$ cat src/rtl/mem_port_arbiter.sv
// mem_port_arbiter
// Shares the single unified-memory port between instruction fetch and the
// load/store unit. One access is in flight at a time: the winner's command is
// latched into the mem_* registers, held until mem_ready or a watchdog timeout,
// and the result is returned to the requester that owns the access.
//
// Build option: define ARB_FAIR_EN to add a data-grant streak counter that
// forces a fetch grant after STREAK_MAX consecutive contested data grants.
// Without it data has strict priority over fetch.
module mem_port_arbiter #(
  parameter int ADDR_W      = 32,
  parameter int DATA_W      = 32,
  parameter int TIMEOUT_CYC = 64,
  parameter int STREAK_MAX  = 4
) (
  input  logic                clk,
  input  logic                rst,
  // instruction fetch side
  input  logic                if_req,
  input  logic [ADDR_W-1:0]   if_addr,
  output logic                if_gnt,
  output logic                if_valid,
  output logic                if_err,
  output logic [DATA_W-1:0]   if_rdata,
  // load/store side
  input  logic                d_req,
  input  logic                d_we,
  input  logic [ADDR_W-1:0]   d_addr,
  input  logic [DATA_W-1:0]   d_wdata,
  input  logic [DATA_W/8-1:0] d_be,
  output logic                d_gnt,
  output logic                d_valid,
  output logic                d_err,
  output logic [DATA_W-1:0]   d_rdata,
  // memory side
  output logic                mem_req,
  output logic                mem_we,
  output logic [ADDR_W-1:0]   mem_addr,
  output logic [DATA_W-1:0]   mem_wdata,
  output logic [DATA_W/8-1:0] mem_be,
  input  logic [DATA_W-1:0]   mem_rdata,
  input  logic                mem_ready,
  output logic                busy
);

  localparam int BE_W = DATA_W / 8;

  localparam logic [0:0] S_IDLE = 1'b0;
  localparam logic [0:0] S_BUSY = 1'b1;

  // The watchdog is a plain 8-bit counter; the limit is compared at that width.
  localparam logic [7:0] TIMEOUT_VAL = 8'(TIMEOUT_CYC);

  // Reject configurations the 8-bit watchdog or the streak counter cannot represent.
  if (TIMEOUT_CYC < 1 || TIMEOUT_CYC > 255 || STREAK_MAX < 0) begin : g_bad_cfg
    $error("mem_port_arbiter: TIMEOUT_CYC must be 1..255 and STREAK_MAX >= 0");
  end

  logic [0:0]        state_q, state_d;
  logic              owner_is_data_q, owner_is_data_d;
  logic [7:0]        wdog_q, wdog_d;

  logic              mem_req_q, mem_req_d;
  logic              mem_we_q, mem_we_d;
  logic [ADDR_W-1:0] mem_addr_q, mem_addr_d;
  logic [DATA_W-1:0] mem_wdata_q, mem_wdata_d;
  logic [BE_W-1:0]   mem_be_q, mem_be_d;

  logic              if_gnt_q, if_gnt_d;
  logic              if_valid_q, if_valid_d;
  logic              if_err_q, if_err_d;
  logic [DATA_W-1:0] if_rdata_q, if_rdata_d;

  logic              d_gnt_q, d_gnt_d;
  logic              d_valid_q, d_valid_d;
  logic              d_err_q, d_err_d;
  logic [DATA_W-1:0] d_rdata_q, d_rdata_d;

  // High when data would be chosen in IDLE (only meaningful with a request present).
  logic              pick_data;

`ifdef ARB_FAIR_EN
  localparam int SW = (STREAK_MAX < 1) ? 1 : $clog2(STREAK_MAX + 1);

  logic [SW-1:0] streak_q, streak_d;

  // Data keeps priority until it has won STREAK_MAX contested grants in a row.
  assign pick_data = d_req && !(if_req && (streak_q == SW'(STREAK_MAX)));

  // Count data grants issued while fetch was waiting; any fetch grant, or a data
  // grant with fetch idle, starts the streak over.
  always_comb begin
    streak_d = streak_q;
    if (state_q == S_IDLE && (if_req || d_req)) begin
      if (pick_data) begin
        streak_d = if_req ? (streak_q + 1'b1) : '0;
      end else begin
        streak_d = '0;
      end
    end
  end

  // Streak register.
  always_ff @(posedge clk) begin
    if (!rst) begin
      streak_q <= '0;
    end else begin
      streak_q <= streak_d;
    end
  end
`else
  // Strict data priority.
  assign pick_data = d_req;
`endif

  // Next-state logic for the access FSM, memory command and requester responses.
  always_comb begin
    state_d         = state_q;
    owner_is_data_d = owner_is_data_q;
    wdog_d          = wdog_q;
    mem_req_d       = mem_req_q;
    mem_we_d        = mem_we_q;
    mem_addr_d      = mem_addr_q;
    mem_wdata_d     = mem_wdata_q;
    mem_be_d        = mem_be_q;
    if_rdata_d      = if_rdata_q;
    d_rdata_d       = d_rdata_q;
    // gnt/valid/err are single-cycle pulses: low unless set below
    if_gnt_d        = 1'b0;
    if_valid_d      = 1'b0;
    if_err_d        = 1'b0;
    d_gnt_d         = 1'b0;
    d_valid_d       = 1'b0;
    d_err_d         = 1'b0;

    case (state_q)
      S_IDLE: begin
        if (if_req || d_req) begin
          state_d   = S_BUSY;
          mem_req_d = 1'b1;
          wdog_d    = '0;
          if (pick_data) begin
            owner_is_data_d = 1'b1;
            d_gnt_d         = 1'b1;
            mem_we_d        = d_we;
            mem_addr_d      = d_addr;
            mem_wdata_d     = d_wdata;
            mem_be_d        = d_be;
          end else begin
            owner_is_data_d = 1'b0;
            if_gnt_d        = 1'b1;
            mem_we_d        = 1'b0;
            mem_addr_d      = if_addr;
            mem_wdata_d     = '0;
            mem_be_d        = '1;
          end
        end else begin
          // nothing pending: park the memory command at zero
          mem_we_d    = 1'b0;
          mem_addr_d  = '0;
          mem_wdata_d = '0;
          mem_be_d    = '0;
        end
      end

      S_BUSY: begin
        wdog_d = wdog_q + 8'd1;
        if (mem_ready) begin
          // a completion takes precedence over a watchdog expiry in the same cycle
          state_d   = S_IDLE;
          mem_req_d = 1'b0;
          if (owner_is_data_q) begin
            d_valid_d = 1'b1;
            if (!mem_we_q) begin
              d_rdata_d = mem_rdata;
            end
          end else begin
            if_valid_d = 1'b1;
            if_rdata_d = mem_rdata;
          end
        end else if (wdog_q == TIMEOUT_VAL) begin
          state_d   = S_IDLE;
          mem_req_d = 1'b0;
          if (owner_is_data_q) begin
            d_err_d = 1'b1;
          end else begin
            if_err_d = 1'b1;
          end
        end
      end

      default: begin
        state_d   = S_IDLE;
        mem_req_d = 1'b0;
      end
    endcase
  end

  // State, command and response registers; reset abandons any in-flight access.
  always_ff @(posedge clk) begin
    if (!rst) begin
      state_q         <= S_IDLE;
      owner_is_data_q <= 1'b0;
      wdog_q          <= '0;
      mem_req_q       <= 1'b0;
      mem_we_q        <= 1'b0;
      mem_addr_q      <= '0;
      mem_wdata_q     <= '0;
      mem_be_q        <= '0;
      if_gnt_q        <= 1'b0;
      if_valid_q      <= 1'b0;
      if_err_q        <= 1'b0;
      if_rdata_q      <= '0;
      d_gnt_q         <= 1'b0;
      d_valid_q       <= 1'b0;
      d_err_q         <= 1'b0;
      d_rdata_q       <= '0;
    end else begin
      state_q         <= state_d;
      owner_is_data_q <= owner_is_data_d;
      wdog_q          <= wdog_d;
      mem_req_q       <= mem_req_d;
      mem_we_q        <= mem_we_d;
      mem_addr_q      <= mem_addr_d;
      mem_wdata_q     <= mem_wdata_d;
      mem_be_q        <= mem_be_d;
      if_gnt_q        <= if_gnt_d;
      if_valid_q      <= if_valid_d;
      if_err_q        <= if_err_d;
      if_rdata_q      <= if_rdata_d;
      d_gnt_q         <= d_gnt_d;
      d_valid_q       <= d_valid_d;
      d_err_q         <= d_err_d;
      d_rdata_q       <= d_rdata_d;
    end
  end

  assign if_gnt    = if_gnt_q;
  assign if_valid  = if_valid_q;
  assign if_err    = if_err_q;
  assign if_rdata  = if_rdata_q;
  assign d_gnt     = d_gnt_q;
  assign d_valid   = d_valid_q;
  assign d_err     = d_err_q;
  assign d_rdata   = d_rdata_q;
  assign mem_req   = mem_req_q;
  assign mem_we    = mem_we_q;
  assign mem_addr  = mem_addr_q;
  assign mem_wdata = mem_wdata_q;
  assign mem_be    = mem_be_q;
  assign busy      = (state_q == S_BUSY);

endmodule

$ cat config.mk
export PLATFORM = sky130hd
export DESIGN_NAME = mem_port_arbiter
export DESIGN_NICKNAME = d
export VERILOG_FILES = /design/src/rtl/mem_port_arbiter.sv
export SDC_FILE = /design/constraint.sdc
export NUM_CORES = 1
export LEC_CHECK = 0
export BUFFER_PORTS_ARGS = -buffer_cell sky130_fd_sc_hd__buf_2
export CAP_MARGIN = 20
export CORE_MARGIN = 1
export CORE_UTILIZATION = 45
export CTS_BUF_LIST = sky130_fd_sc_hd__clkbuf_16
export CTS_CLUSTER_DIAMETER = 80
export DETAILED_ROUTE_END_ITERATION = 10
export GPL_ROUTABILITY_DRIVEN = 0
export PLACE_DENSITY = 0.77
export REMOVE_ABC_BUFFERS = 1
export SYNTH_ARGS = -nofsm -noshare
export SYNTH_HDL_FRONTEND = slang
export SYNTH_SLANG_ARGS = --single-unit
export TNS_END_PERCENT = 50
$ cat constraint.sdc
create_clock -name clk -period 1.5 [get_ports clk]
set_input_delay 0.375 -clock clk [delete_from_list [all_inputs] [get_ports clk]]
set_output_delay 0.375 -clock clk [all_outputs]
set_load 0.05 [all_outputs]
# Yosys cells after proc, flatten, opt, wreduce, memory -nomap -nowiden
# Cells that the tools add are included.
word_totals:
  register_bits: 150
  inputBits: 138
  output_inout_bits: 141
  word_cells: 56
classes:
  add_sub_neg: 1
  n_eq_ne: 3
  muxes: 22
  bitwise_logic: 6
  n_reduce_logical: 8
op_table:
  columns: ["cell", "n"]
  rows:
  - ["32-bit two-way mux", 4]
  - ["8-bit one-hot mux with 2 select lines", 1]
  - ["1-bit two-way mux", 12]
  - ["8-bit by 1-bit adder with 8-bit output, second input constant", 1]
  - ["8-bit by 7-bit equality test with 1-bit output, second input constant", 1]
  - ["4-bit two-way mux", 2]
  - ["8-bit two-way mux", 1]
  - ["1-bit inverter", 6]
  - ["3-bit AND reduction", 2]
  - ["1-bit one-hot mux with 2 select lines", 2]
  - ["2-bit AND reduction", 2]
  - ["4-bit AND reduction", 1]
  - ["4-bit OR reduction", 1]
  - ["3-bit by 2-bit != test with 1-bit output, second input constant", 1]
  - ["3-bit OR reduction", 1]
  - ["2-bit != test, second input constant", 1]
  - ["1-bit logical OR", 1]

# Logic depth before layout (Yosys ltp)
depth:
  word_depth: 4
  ltp_mapped: 6
  ltp_nobuf: 4

# Worst setup path before layout
# No wires, ideal clock.
synth_timing:
  kind: "flip-flop to flip-flop"
  start: "register state_q, in the netlist busy"
  end: "register mem_we_q, in the netlist mem_we"
  setup_ps: 117
  t_arrival_ps: 1554
  t_required_ps: 1383
  slack_ps: -171
  stages_incl_launch_ff: 7
  n_path_buf: 3
  period_less_slack_ps: 1671
  path_cell_list: "dfxtp_1 > inv_2 > buf_6 > and3_1 > buf_6 > buf_6 > a22o_1"
synth_lines:
  columns: ["element", "line", "rtl"]
  rows:
  - ["from (decl)", "59", "logic [0:0] state_q, state_d;"]
  - ["from (signal assigned)", "219", "state_q <= state_d;"]
  - ["to (signal assigned)", "223", "mem_we_q <= mem_we_d;"]
  - ["to (decl)", "64", "logic mem_we_q, mem_we_d;"]

# Worst setup path in the final report
layout_timing:
  start: "register mem_we_q, in the netlist mem_we"
  end: "output mem_we"
layout_lines:
  columns: ["element", "line", "rtl"]
  rows:
  - ["to (decl)", "37", "output logic mem_we,"]
# No word-level cell between the ends.

==> run summary <==
Max stage delay cell, worst path: dfxtp_1
Routed wire per std cell: 14.9 µm
Leakage power: 3.58 nW
GR Util All Layers: 23.9%
Post-Syn Area: 0.00552 mm²
Full die area: 0.0127 mm²
Largest net degree at the start of global routing: 104
Number of diodes: 0
Site Rows: 40
Synth Warn #: 0
CTS buffer count: 17
H-tree depth: 4
CTS clk-pin slew, worst paths: 60 ps
Share of cells above drive strength 1: 37.7%
Antenna violations before repair: 0
CP max FO: 4
Final hold vios: 0
Hold Path Class: input pin to flop
Power density over the cells: 1350 mW/mm²
Clk root buf: clkbuf_16
Top delay family on crit path: flip-flops
Final setup violation count: 0
CP required: 1120 ps
Worst skew pair latency: 410 ps
Kind of critical path: flop to primary output
CP startpoint kind: flop
Detailed placement HPWL: 10.1 mm
Async set-or-reset flop fraction in the synthesized netlist: 0%
Period utilization: 96.1%
RSZ-0062 raised after global routing: no
Fmax: 0.694 GHz
Max-cap check violation count: 0
Slowest stage delay, CP: 370 ps
Max Root-Sink Buffers: 2
#FFs+latches synth: 150
Slew margin rel.: 66.5%
Routed wire length: 15.2 mm
VDD IR-drop max: 0.918 mV
Outcome: complete, no violations
Placed Cells: 986
Die Ht: 113 µm
Initial core utilization: 46.1%
First-pass GRT wire length: 24.1 mm
Port bufs: 278
Critical path cell sequence: buf_2
Routed Antenna Nets: 0
Tmin final: 1440 ps
Design Power: 0.0104 W
EDFF count, synth: 0
Gr ovfl total: 0
Mean number of vias per cell: 5.19
1st-iter DRT viols: 455
Sinks on Clock Net: 150
Mapped Avg Cell Area: 9.26 µm²
Share of the yosys chip area belonging to registers: 54.4%
Drt drc: 0
Place WS: 12.6 ps
Net count, final: 1000
Area grow syn2layout: 39.7%
Vias in the first global route: 4924
Core ar.: 0.0120 mm²
Final Slew Violations: 0
I/O pins: 279
Worst-Margin Slew: 501 ps
Kind of end point of the critical path: primary output
Synth Flop Type: dfxtp_1
Clk_skew: 9.02 ps
Crit path arrival time: 1070 ps
Non-Filler Instances: 1020
Critical path buffer and inverter count: 1
Final worst setup slack: 58.7 ps
Synth unique cells: 41
Width of the die: 113 µm
DR vias: 5293
CTS tree: yes
Gate count of the mapped netlist: 596
Total iterations of the first detailed-routing run: 5
-- through the flow --
step / cell area (µm²) / utilization, % / setup TNS, ps / hold WS (ps)
3_3_place_gp: 7080 / 59.2 / 0 / 438
3_5_place_dp: 7080 / 59.2 / 0 / 444
5_1_grt: 7710 / 64.5 / 0 / 161
6_report: 7710 / 64.5 / 0 / 180
4_1_cts: 7710 / 64.4 / 0 / 161
2_1_floorplan: 5260 / - / -153860 / 452
-- timing repair --
action                     4_1_cts  5_1_grt
setup endpoints to repair        3        1
hold buffers                     0        0
buffers inserted                 2        0
gates resized for setup          8        1
-- cells in the final DEF (no fill, tap or decap), types with 3 or more instances in the layout --
| master | synthesis | layout |
|---|---|---|
| buf_12 | 0 | 10 |
| nand2_1 | 136 | 136 |
| buf_2 | 17 | 277 |
| and3_1 | 3 | 3 |
| dfxtp_1 | 150 | 149 |
| clkinv_1 | 0 | 3 |
| buf_4 | 1 | 9 |
| a21boi_0 | 51 | 51 |
| clkinv_2 | 0 | 3 |
| a21boi_1 | 15 | 15 |
| nor2_1 | 37 | 37 |
| nand2b_1 | 4 | 4 |
| clkbuf_16 | 0 | 17 |
| a21oi_1 | 8 | 8 |
| nand3_1 | 5 | 5 |
| a22o_1 | 33 | 33 |
| o21ai_0 | 36 | 36 |
| a221oi_1 | 32 | 32 |
| inv_1 | 4 | 5 |
| clkinvlp_4 | 0 | 3 |
| bufinv_16 | 0 | 3 |
-- worst paths after layout --
check	slack, ps	from	cells after the start	endpoint
worst min-delay path	180	d_wdata[27]	2	mem_wdata[27]
worst max register to register	90	busy	5	mem_wdata[15]
worst min register to register	450	if_rdata[24]	2	if_rdata[24]
worst max-delay path	60	mem_we	1	mem_we
-- registers in the layout, indices dropped and copies added (netlist names) --
register and flops:
mem_be 4, d_err 1, if_err 1, if_valid 1, owner_is_data_q 1, d_valid 1, d_gnt 1, mem_we 1
mem_req 1, mem_wdata 32, if_rdata 32, wdog_q 8, if_gnt 1, busy 1, d_rdata 32, mem_addr 32
-- power breakdown --
part | total (W) | switching [W] | leakage (nW) | internal [W]
sequential | 0.00433 | 0.000116 | 1.23 | 0.00421
clock | 0.00423 | 0.00163 | 0.283 | 0.00259
combinational | 0.00190 | 0.00132 | 2.07 | 0.000579
-- synth_stat cells, drive strengths merged, types with 4 or more instances --
library cell  number  area, µm²
clkbuf            25       93.8
a221oi            32        280
nand2b             4       25.0
a21oi              8       40.0
o21ai             36        180
nand3              5       25.0
buf               27        164
a21boi            66        495
nand2            136        510
inv                5       18.8
a22o              33        289
nor2              37        139
dfxtp            150       3000
-- logic make-up (layout without fill, tap and decap cells) --
family	after synthesis	after routing	share of synthesized area (%)
AO/OA/AOI/OAI	185	185	24.8
XOR/XNOR	1	1	0.159
adder cells (fa/ha/maj)	2	2	0.453
buffers and inverters	57	334	5.01
flip-flops	150	150	54.4
multiplexers	2	2	0.363
AND/OR/NAND/NOR	199	199	14.8
-- routing by layer --
layer,up-vias,wire (µm),track usage [%]
li1,2618,-,-
met1,2449,6800,30.6
met2,210,7190,38.6
met3,16,937,6.64
met4,0,253,8.71
met5,-,0,0
-- layout make-up --
| class | count | area (µm²) |
|---|---|---|
| Sequential cell | 150 | 3010 |
| Clock buffer | 17 | 425 |
| Timing Repair Buffer | 297 | 1670 |
| Fill cell | 1025 | 4250 |
| Clock inverter | 15 | 160 |
| Inverter | 5 | 18.8 |
| Multi-Input combinational cell | 389 | 2250 |
| Tap cell | 147 | 184 |
Power figures use the tool's default switching activity.
